--- config.mk ---
export PLATFORM = sky130hd
export DESIGN_NAME = regfile_p
export DESIGN_NICKNAME = d
export VERILOG_FILES = /design/src/rtl/regfile_pkg.sv /design/src/rtl/regfile_dump_fsm.sv /design/src/rtl/regfile_p.sv
export SDC_FILE = /design/constraint.sdc
export NUM_CORES = 1
export LEC_CHECK = 0
export CAP_MARGIN = 20
export CORE_UTILIZATION = 58
export DETAILED_ROUTE_END_ITERATION = 10
export DONT_BUFFER_PORTS = 1
export GPL_TIMING_DRIVEN = 0
export PLACE_DENSITY = 0.76
export SYNTH_ARGS = -nofsm -noshare
export SYNTH_HDL_FRONTEND = slang
export SYNTH_SLANG_ARGS = --single-unit
--- constraint.sdc ---
create_clock -name clk -period 1.9 [get_ports clk]
set_input_delay 0.38 -clock clk [delete_from_list [all_inputs] [get_ports clk]]
set_output_delay 0.38 -clock clk [all_outputs]
set_load 0.02 [all_outputs]
--- src/rtl/regfile_pkg.sv ---
// Shared definitions for the register file slice.
//   size_e       : operand size codes carried on the 'size' port
//   dump_state_e : register dump sequencer states
//   size_bytes() : byte count for a size code, capped at the register width
package regfile_pkg;

  typedef enum logic [1:0] {
    SZ_8    = 2'b00,
    SZ_16   = 2'b01,
    SZ_24   = 2'b10,
    SZ_FULL = 2'b11
  } size_e;

  typedef enum logic [1:0] {
    ST_IDLE,
    ST_DUMP,
    ST_DONE
  } dump_state_e;

  // Size codes wider than the register collapse to full width.
  function automatic int unsigned size_bytes(input logic [1:0] size,
                                             input int unsigned dw_bytes);
    int unsigned n;
    case (size_e'(size))
      SZ_8:    n = 1;
      SZ_16:   n = 2;
      SZ_24:   n = 3;
      default: n = dw_bytes;
    endcase
    if (n > dw_bytes) n = dw_bytes;
    return n;
  endfunction

endpackage

--- src/rtl/regfile_dump_fsm.sv ---
// Register dump sequencer: walks dump_sel over every register with a
// valid/ready handshake, then pulses done for one cycle.
//   clk, rst_n  : clock, asynchronous active-low reset
//   dump_start  : start request (only honoured when idle)
//   dump_ready  : consumer accepts the current word
//   reg_we      : register write request (dropped while busy)
//   dump_valid  : current word valid
//   dump_sel    : index of the register being presented
//   busy        : sequence active (writes blocked)
//   done        : one-cycle pulse after the last word is accepted
//   we_drop     : sticky, a write arrived while busy
module regfile_dump_fsm
  import regfile_pkg::*;
#(
  parameter int NREGS = 4,
  localparam int AW = $clog2(NREGS)
) (
  input  logic          clk,
  input  logic          rst_n,
  input  logic          dump_start,
  input  logic          dump_ready,
  input  logic          reg_we,
  output logic          dump_valid,
  output logic [AW-1:0] dump_sel,
  output logic          busy,
  output logic          done,
  output logic          we_drop
);

  dump_state_e state, state_nxt;
  logic        last;

  assign last = (dump_sel == AW'(NREGS - 1));

  always_ff @(posedge clk or negedge rst_n) begin
    if (!rst_n) state <= ST_IDLE;
    else        state <= state_nxt;
  end

  always_comb begin
    state_nxt = state;
    case (state)
      ST_IDLE: if (dump_start) state_nxt = ST_DUMP;
      ST_DUMP: if (dump_ready && last) state_nxt = ST_DONE;
      ST_DONE: state_nxt = ST_IDLE;
      default: state_nxt = ST_IDLE;
    endcase
  end

  // dump_sel wraps back to zero after the last register since NREGS is a
  // power of two, so the next dump starts from a clean index.
  always_ff @(posedge clk or negedge rst_n) begin
    if (!rst_n) begin
      dump_sel <= '0;
      we_drop  <= 1'b0;
    end else begin
      if (state == ST_IDLE && dump_start) begin
        dump_sel <= '0;
        we_drop  <= 1'b0;
      end else if (state == ST_DUMP && dump_ready) begin
        dump_sel <= dump_sel + 1'b1;
      end
      if (state == ST_DUMP && reg_we) we_drop <= 1'b1;
    end
  end

  assign dump_valid = (state == ST_DUMP);
  assign busy       = (state == ST_DUMP);
  assign done       = (state == ST_DONE);

endmodule

--- src/rtl/regfile_p.sv ---
// Register file with byte-sized partial writes, a stack pointer with
// wrap detection, and a handshaked register dump sequencer.
//   reg_we/reg_dst/dst/size : partial-width register write
//   reg_src/reg_idx -> src/idx : combinational reads (no write bypass)
//   txs/push/pull -> S, s_wrap : stack pointer load / decrement / increment
//   dump_* , busy, done, we_drop : register dump interface (sub-module)
module regfile_p
  import regfile_pkg::*;
#(
  parameter int          DW      = 24,
  parameter int          NREGS   = 4,
  parameter int          SW      = 16,
  parameter logic [SW-1:0] S_RESET = '1,
  localparam int         AW      = $clog2(NREGS)
) (
  input  logic          clk,
  input  logic          rst_n,
  input  logic          reg_we,
  input  logic [AW-1:0] reg_dst,
  input  logic [AW-1:0] reg_src,
  input  logic [AW-1:0] reg_idx,
  input  logic [DW-1:0] dst,
  input  logic [1:0]    size,
  output logic [DW-1:0] src,
  output logic [DW-1:0] idx,
  output logic [SW-1:0] S,
  input  logic          txs,
  input  logic          push,
  input  logic          pull,
  output logic          s_wrap,
  input  logic          dump_start,
  output logic          dump_valid,
  input  logic          dump_ready,
  output logic [AW-1:0] dump_sel,
  output logic [DW-1:0] dump_data,
  output logic          busy,
  output logic          done,
  output logic          we_drop
);

  localparam int unsigned DWB = DW / 8;

  logic [DW-1:0] regs [NREGS];
  int unsigned   nbytes;
  logic [DW-1:0] wmask;
  logic [SW-1:0] n_ext;
  logic [SW-1:0] src_s;
  logic [SW:0]   s_dec;
  logic [SW:0]   s_inc;

  regfile_dump_fsm #(.NREGS(NREGS)) u_dump (
    .clk        (clk),
    .rst_n      (rst_n),
    .dump_start (dump_start),
    .dump_ready (dump_ready),
    .reg_we     (reg_we),
    .dump_valid (dump_valid),
    .dump_sel   (dump_sel),
    .busy       (busy),
    .done       (done),
    .we_drop    (we_drop)
  );

  always_comb begin
    nbytes = size_bytes(size, DWB);
    wmask  = '0;
    for (int unsigned b = 0; b < DWB; b++) begin
      if (b < nbytes) wmask[8*b +: 8] = '1;
    end
  end

  always_ff @(posedge clk or negedge rst_n) begin
    if (!rst_n) begin
      for (int unsigned i = 0; i < NREGS; i++) regs[i] <= '0;
    end else if (reg_we && !busy) begin
      regs[reg_dst] <= (regs[reg_dst] & ~wmask) | (dst & wmask);
    end
  end

  assign src       = regs[reg_src];
  assign idx       = regs[reg_idx];
  assign dump_data = regs[dump_sel];

  generate
    if (SW <= DW) begin : g_src_trunc
      assign src_s = src[SW-1:0];
    end else begin : g_src_ext
      assign src_s = {{(SW-DW){1'b0}}, src};
    end
  endgenerate

  // The extra top bit of each result is the borrow/carry that marks a wrap.
  assign n_ext = SW'(nbytes);
  assign s_dec = {1'b0, S} - {1'b0, n_ext};
  assign s_inc = {1'b0, S} + {1'b0, n_ext};

  always_ff @(posedge clk or negedge rst_n) begin
    if (!rst_n) begin
      S      <= S_RESET;
      s_wrap <= 1'b0;
    end else if (txs) begin
      S      <= src_s;
      s_wrap <= 1'b0;
    end else if (push) begin
      S <= s_dec[SW-1:0];
      if (s_dec[SW]) s_wrap <= 1'b1;
    end else if (pull) begin
      S <= s_inc[SW-1:0];
      if (s_inc[SW]) s_wrap <= 1'b1;
    end
  end

endmodule

Word level (Yosys, flattened, before mapping):

Index checks and enable logic that the tools add are counted.

* output and inout bits: 95
* register bits after elaboration: 118

* bitwise operators: 8
* equal/unequal tests: 7
* reductions and logical operators: 15
* magnitude comparators: 9
* muxes and demuxes: 35
* $add $sub $neg: 3

Operators by type and width (count)
* $mux W24: 9
* $bmux W24 S2: 4
* $bwmux W96: 1
* $lt A1 B32 Y1 const A: 2
* $and A24 B24 Y24: 2
* $demux W24 S2: 1
* $mux W16: 3
* $gt A32 B2 Y1 const B: 1
* $lt A2 B32 Y1 const A: 1
* $mux W8: 3
* $not A24 Y24: 1
* $or A24 B24 Y24: 1
* $add A16 B16 Y17: 1
* $sub A16 B16 Y17: 1
* $ge A3 B3 Y1 const B: 4
* $not A2 Y3: 4
* $mux W2: 5
* $pmux W2 S2: 2
* $mux W1: 7
* $logic_and A1 B1 Y1: 6
* $reduce_bool A3 Y1: 2
* $eq A2 B1 Y1 const B: 2
* $eq A2 B2 Y1 const B: 2
* $logic_not A2 Y1: 2
* 9 further kinds: 10

Depth between registers and ports, before layout:

* depth in word-level cells: 10
* depth in mapped cells: 12

By module:

A second synthesis with hierarchy kept.

* cells, all modules: 594
* area, all modules: 7347.0 um^2

Modules (own cells, without submodules)
* regfile_p: cells each 569, area each 7074.3 um^2, instances 1, seq. area each 2847.7 um^2
* regfile_dump_fsm: cells each 25, area each 272.8 um^2, instances 1, seq. area each 125.1 um^2

Worst setup path before layout:

OpenSTA, ideal clock, no wires.

* path kind: in2reg
* start point: input size[1]
* end point: register S[6]
* buffers on the path: 2
* arrival time: 2.867 ns
* required time: 1.821 ns
* setup time: 0.079 ns
* slack: -1.046 ns
* cell stages on the path: 12
* cells stage by stage: buf_6 nor2_1 buf_2 inv_1 ha_1 inv_1 ha_1 or2b_2 nor4_1 o21ai_0 xor2_1 o21ai_0

* longest elaborated chain between the ends: 8
* elaborated cells on any way between the ends: 10

RTL lines
* from (decl): RTL line regfile_p.sv:23 `input logic [1:0] size,`
* $eq A2 B1 Y1 or $logic_not A2 Y1 (tied branches): RTL line regfile_pkg.sv:24 `case (size_e'(size))`
* $pmux W2 S2 *: RTL line regfile_pkg.sv:24
* $gt A32 B2 Y1: RTL line regfile_pkg.sv:30 `if (n > dw_bytes) n = dw_bytes;`
* $mux W2 *: RTL line regfile_pkg.sv:30
* $add A16 B16 Y17: RTL line regfile_p.sv:95 `assign s_inc = {1'b0, S} + {1'b0, n_ext};`
* $mux W16: RTL line regfile_p.sv:107 `end else if (pull) begin`
* $mux W16 *: RTL line regfile_p.sv:104 `end else if (push) begin`
* $mux W16 *: RTL line regfile_p.sv:101 `end else if (txs) begin`
* to (signal assigned): RTL line regfile_p.sv:102 `S <= src_s;`
* to (signal assigned): RTL line regfile_p.sv:105 `S <= s_dec[SW-1:0];`
* to (signal assigned): RTL line regfile_p.sv:108 `S <= s_inc[SW-1:0];`
* to (decl): RTL line regfile_p.sv:26 `output logic [SW-1:0] S,`

Every way passes the cells marked *; elsewhere a longest branch is shown, timed or not. The select of a mux whose other input is x is not followed.
A chain may end at the register's enable or synchronous reset.

Worst setup path in the final report:

* start point: register u_dump.dump_sel[0]
* end point: output dump_data[10]

* longest elaborated chain between the ends: 4

RTL lines
* from (decl): RTL line regfile_dump_fsm.sv:24 `output logic [AW-1:0] dump_sel,`
* from (signal assigned): RTL line regfile_dump_fsm.sv:61 `dump_sel <= dump_sel + 1'b1;`
* $not A2 Y3 (implied by the code): RTL line regfile_p.sv:82 `assign dump_data = regs[dump_sel];`
* $bmux W24 S2: RTL line regfile_p.sv:82
* $mux W24 (implied by the code) (2 in series): RTL line regfile_p.sv:82
* to (decl): RTL line regfile_p.sv:35 `output logic [DW-1:0] dump_data,`

No other way between the ends. The select of a mux whose other input is x is not followed.

==> impl_metrics.ini <==
[synthesis]
ys_types = 56
yosys.area_share.simple_pct = 8.69
synth_nets = 613
synth_compound_area_share_pct = 5.05
synth-main-ff-cell = dfrtp_1
synth.area.top_cells = dfrtp_1, mux4_2, mux2_2
yosys.area.top_type = dfrtp_1
synthXorXnorAreaFrac_pct = 1.04
synth_mux_area_share_pct = 41.3
ys_async_sr_fraction_pct = 100
synth-warning-count = 0
ys_seq_area_share_pct = 39.3
syn_area_um2 = 7560
synthAdderAreaFrac_pct = 1.09
ys_seq_elements = 118
synthCells = 567
synth-edff-count = 0
synth_top_family_by_area = multiplexers
synth_top_area_share_pct = 33.8
syn_avg_cell_area_um2 = 13.3

[placement]
dp_hpwl_um = 13800
port_buffers = 0
pre_cts_ws_ps = -843
place.gp.congestion = 0.883

[floorplan]
rows = 41
start_util_pct = 59.7
dieArea_um2 = 13500
core_area_um2 = 12700
fp.dieW_um = 116
ios = 135
die_y_um = 116

[power]
powerDensity_nw_per_um2 = 1820
max-vdd-ir-drop_mv = 1.18
leakagePower_nw = 3.60

[critical_path]
arrival_ps = 1830
r2r_cells = 7
max_stage_delay_ps = 610
crit_slowest_cell = mux4_2
path_cells = clkbuf_16, buf_12, mux4_2
start_kind = flop
startpoint = u_dump.dump_sel[0]
worstSetupPathType = flop to output port
r2r-start = S[0]
cp.required_ps = 1520
rrSetupSlack_ps = -250
end_kind = output port
r2r-end = S[12]
crit_fanout = 6
crit_family = multiplexers
cp_num_buf_inv = 2

[sta]
worst-slew-pin-transition_ps = 812
rsz0062_at_grt = true
fin_skew_ps = 4.09
relSlewSlack_pct = 45.9
slew_violations = 0
hold_slack_ps = -349
setup_viol = 37
finalWorstSetupSlack_ps = -309
min_period_ps = 2210
fmax_mhz = 453
fin_crit_sh_pct = 116
hold_viol_final = 118
fin_setup_tns_ps = -8840

[cells_and_area]
final_nets = 653
drive_gt1_share_pct = 53.1
diodes = 0
layout.cells.most_common = dfrtp_1
layout_common_cells = dfrtp_1, mux4_2, mux2_2
area_delta_synth_final_pct = 19.2

[drt]
wl_um = 21400
drtIter0Drc = 531
drcViolationCount = 0
antenna_left = 0
drt-wirelength-per-cell_um = 27.1
drt_first_pass_iters = 5
via_count = 5597
routed_via_density = 7.07

[clocking]
htreeDepth = 4
clock_sinks = 118
cts_tree = done
max-clock-path-buffers = 2
clk_latency_ps = 420
root_buffer = clkbuf_16
clk_pin_slew_ps = 50
numCtsBuffers = 17

[outcome]
status = finished, violations left
violations = hold timing, setup timing

[global_route]
grt_max_degree = 119
grt_pass1_vias = 5742
grtUsageTotal_pct = 33.3
grt_pass1_wl_um = 32100
gr-total-overflow = 0
antenna_found_initial = 0

[flow_run]
drv_cap = 0

[hold_path]
hold_class = primary input to asynchronous set/reset pin
-- power breakdown --
part	switching [mW]	internal (mW)
sequential	1.71	3.85
clock	1.13	1.99
combinational	3.95	3.73
-- Yosys cell counts, drive strengths merged, types with 3 or more instances --
master and instances:
nand4 4, xnor2 6, mux4 88, a21oi 21
clkbuf 25, nor4 7, inv 10, nand3 4
nand4b 3, nand2b 3, mux2i 18, ha 5
dfrtp 102, mux2 85, nor3 9, and4b 3
buf 21, xor2 3, nand2 32, dfstp 16
nor2 33, o21ai 33, and3 6
-- layout make-up --
| cell class | instances | area (um2) |
|---|---|---|
| Sequential cell | 118 | 2980 |
| Tap cell | 172 | 215 |
| Timing Repair Buffer | 21 | 206 |
| Fill cell | 836 | 3660 |
| Multi-Input combinational cell | 393 | 4550 |
| Clock buffer | 24 | 512 |
| Buffer | 46 | 438 |
| Clock inverter | 8 | 70.1 |
| Inverter | 10 | 40.0 |
-- per-layer routing --
metal  GRT usage, %  share of wire, %  wire (um)
met1           43.2                37       7970
met2           51.3                49      10500
met3           13.4                12       2600
met4           11.4               1.8        393
met5              0                 0          0
-- state kept, by name, indices dropped and copies added, names as in the netlist --
signal / cells
s_wrap: 1
regs: 96
S: 16
u_dump.dump_sel: 2
u_dump.we_drop: 1
u_dump.state: 2
-- worst max-delay path by stage --
stage | to | slack (ps) | cells past startpoint
2_1_floorplan | S[10] | -560 | 12
3_3_place_gp | S[10] | -850 | 12
3_5_place_dp | S[10] | -840 | 12
4_1_cts | dump_data[15] | -320 | 3
5_1_grt | dump_data[10] | -350 | 3
6_report | dump_data[10] | -310 | 3
-- repair_timing --
item / in CTS / in global routing
endpoints found under the setup margin: 120 / 130
hold endpoints to repair: 118 / 118
pin swaps: 7 / 15
buffers inserted: 12 / 10
gates cloned: 1 / 1
resized for setup: 68 / 43
-- logic make-up after synthesis --
| group | count (synthesis) |
|---|---|
| AOI/OAI and AO/OA | 68 |
| xor gates and xnor gates | 9 |
| adders and majority gates | 6 |
| buffers and inverters | 56 |
| DFF | 118 |
| muxes | 191 |
| and+or+nand+nor | 119 |
-- per-stage QoR --
stage               hold WS [ps]  power [mW]  util [%]  std cells  instance area [um2]
floorplan                   84.4        10.9         -        567                 7660
global placement            89.7        12.0      62.1        739                 7870
detailed placement          90.3        12.3      62.1        739                 7870
CTS                         -357        16.0      69.4        783                 8800
global route                -361        17.1      71.1        792                 9010
finish                      -349        16.4      71.1        792                 9010
No activity file was read; power rests on OpenSTA's default activity.
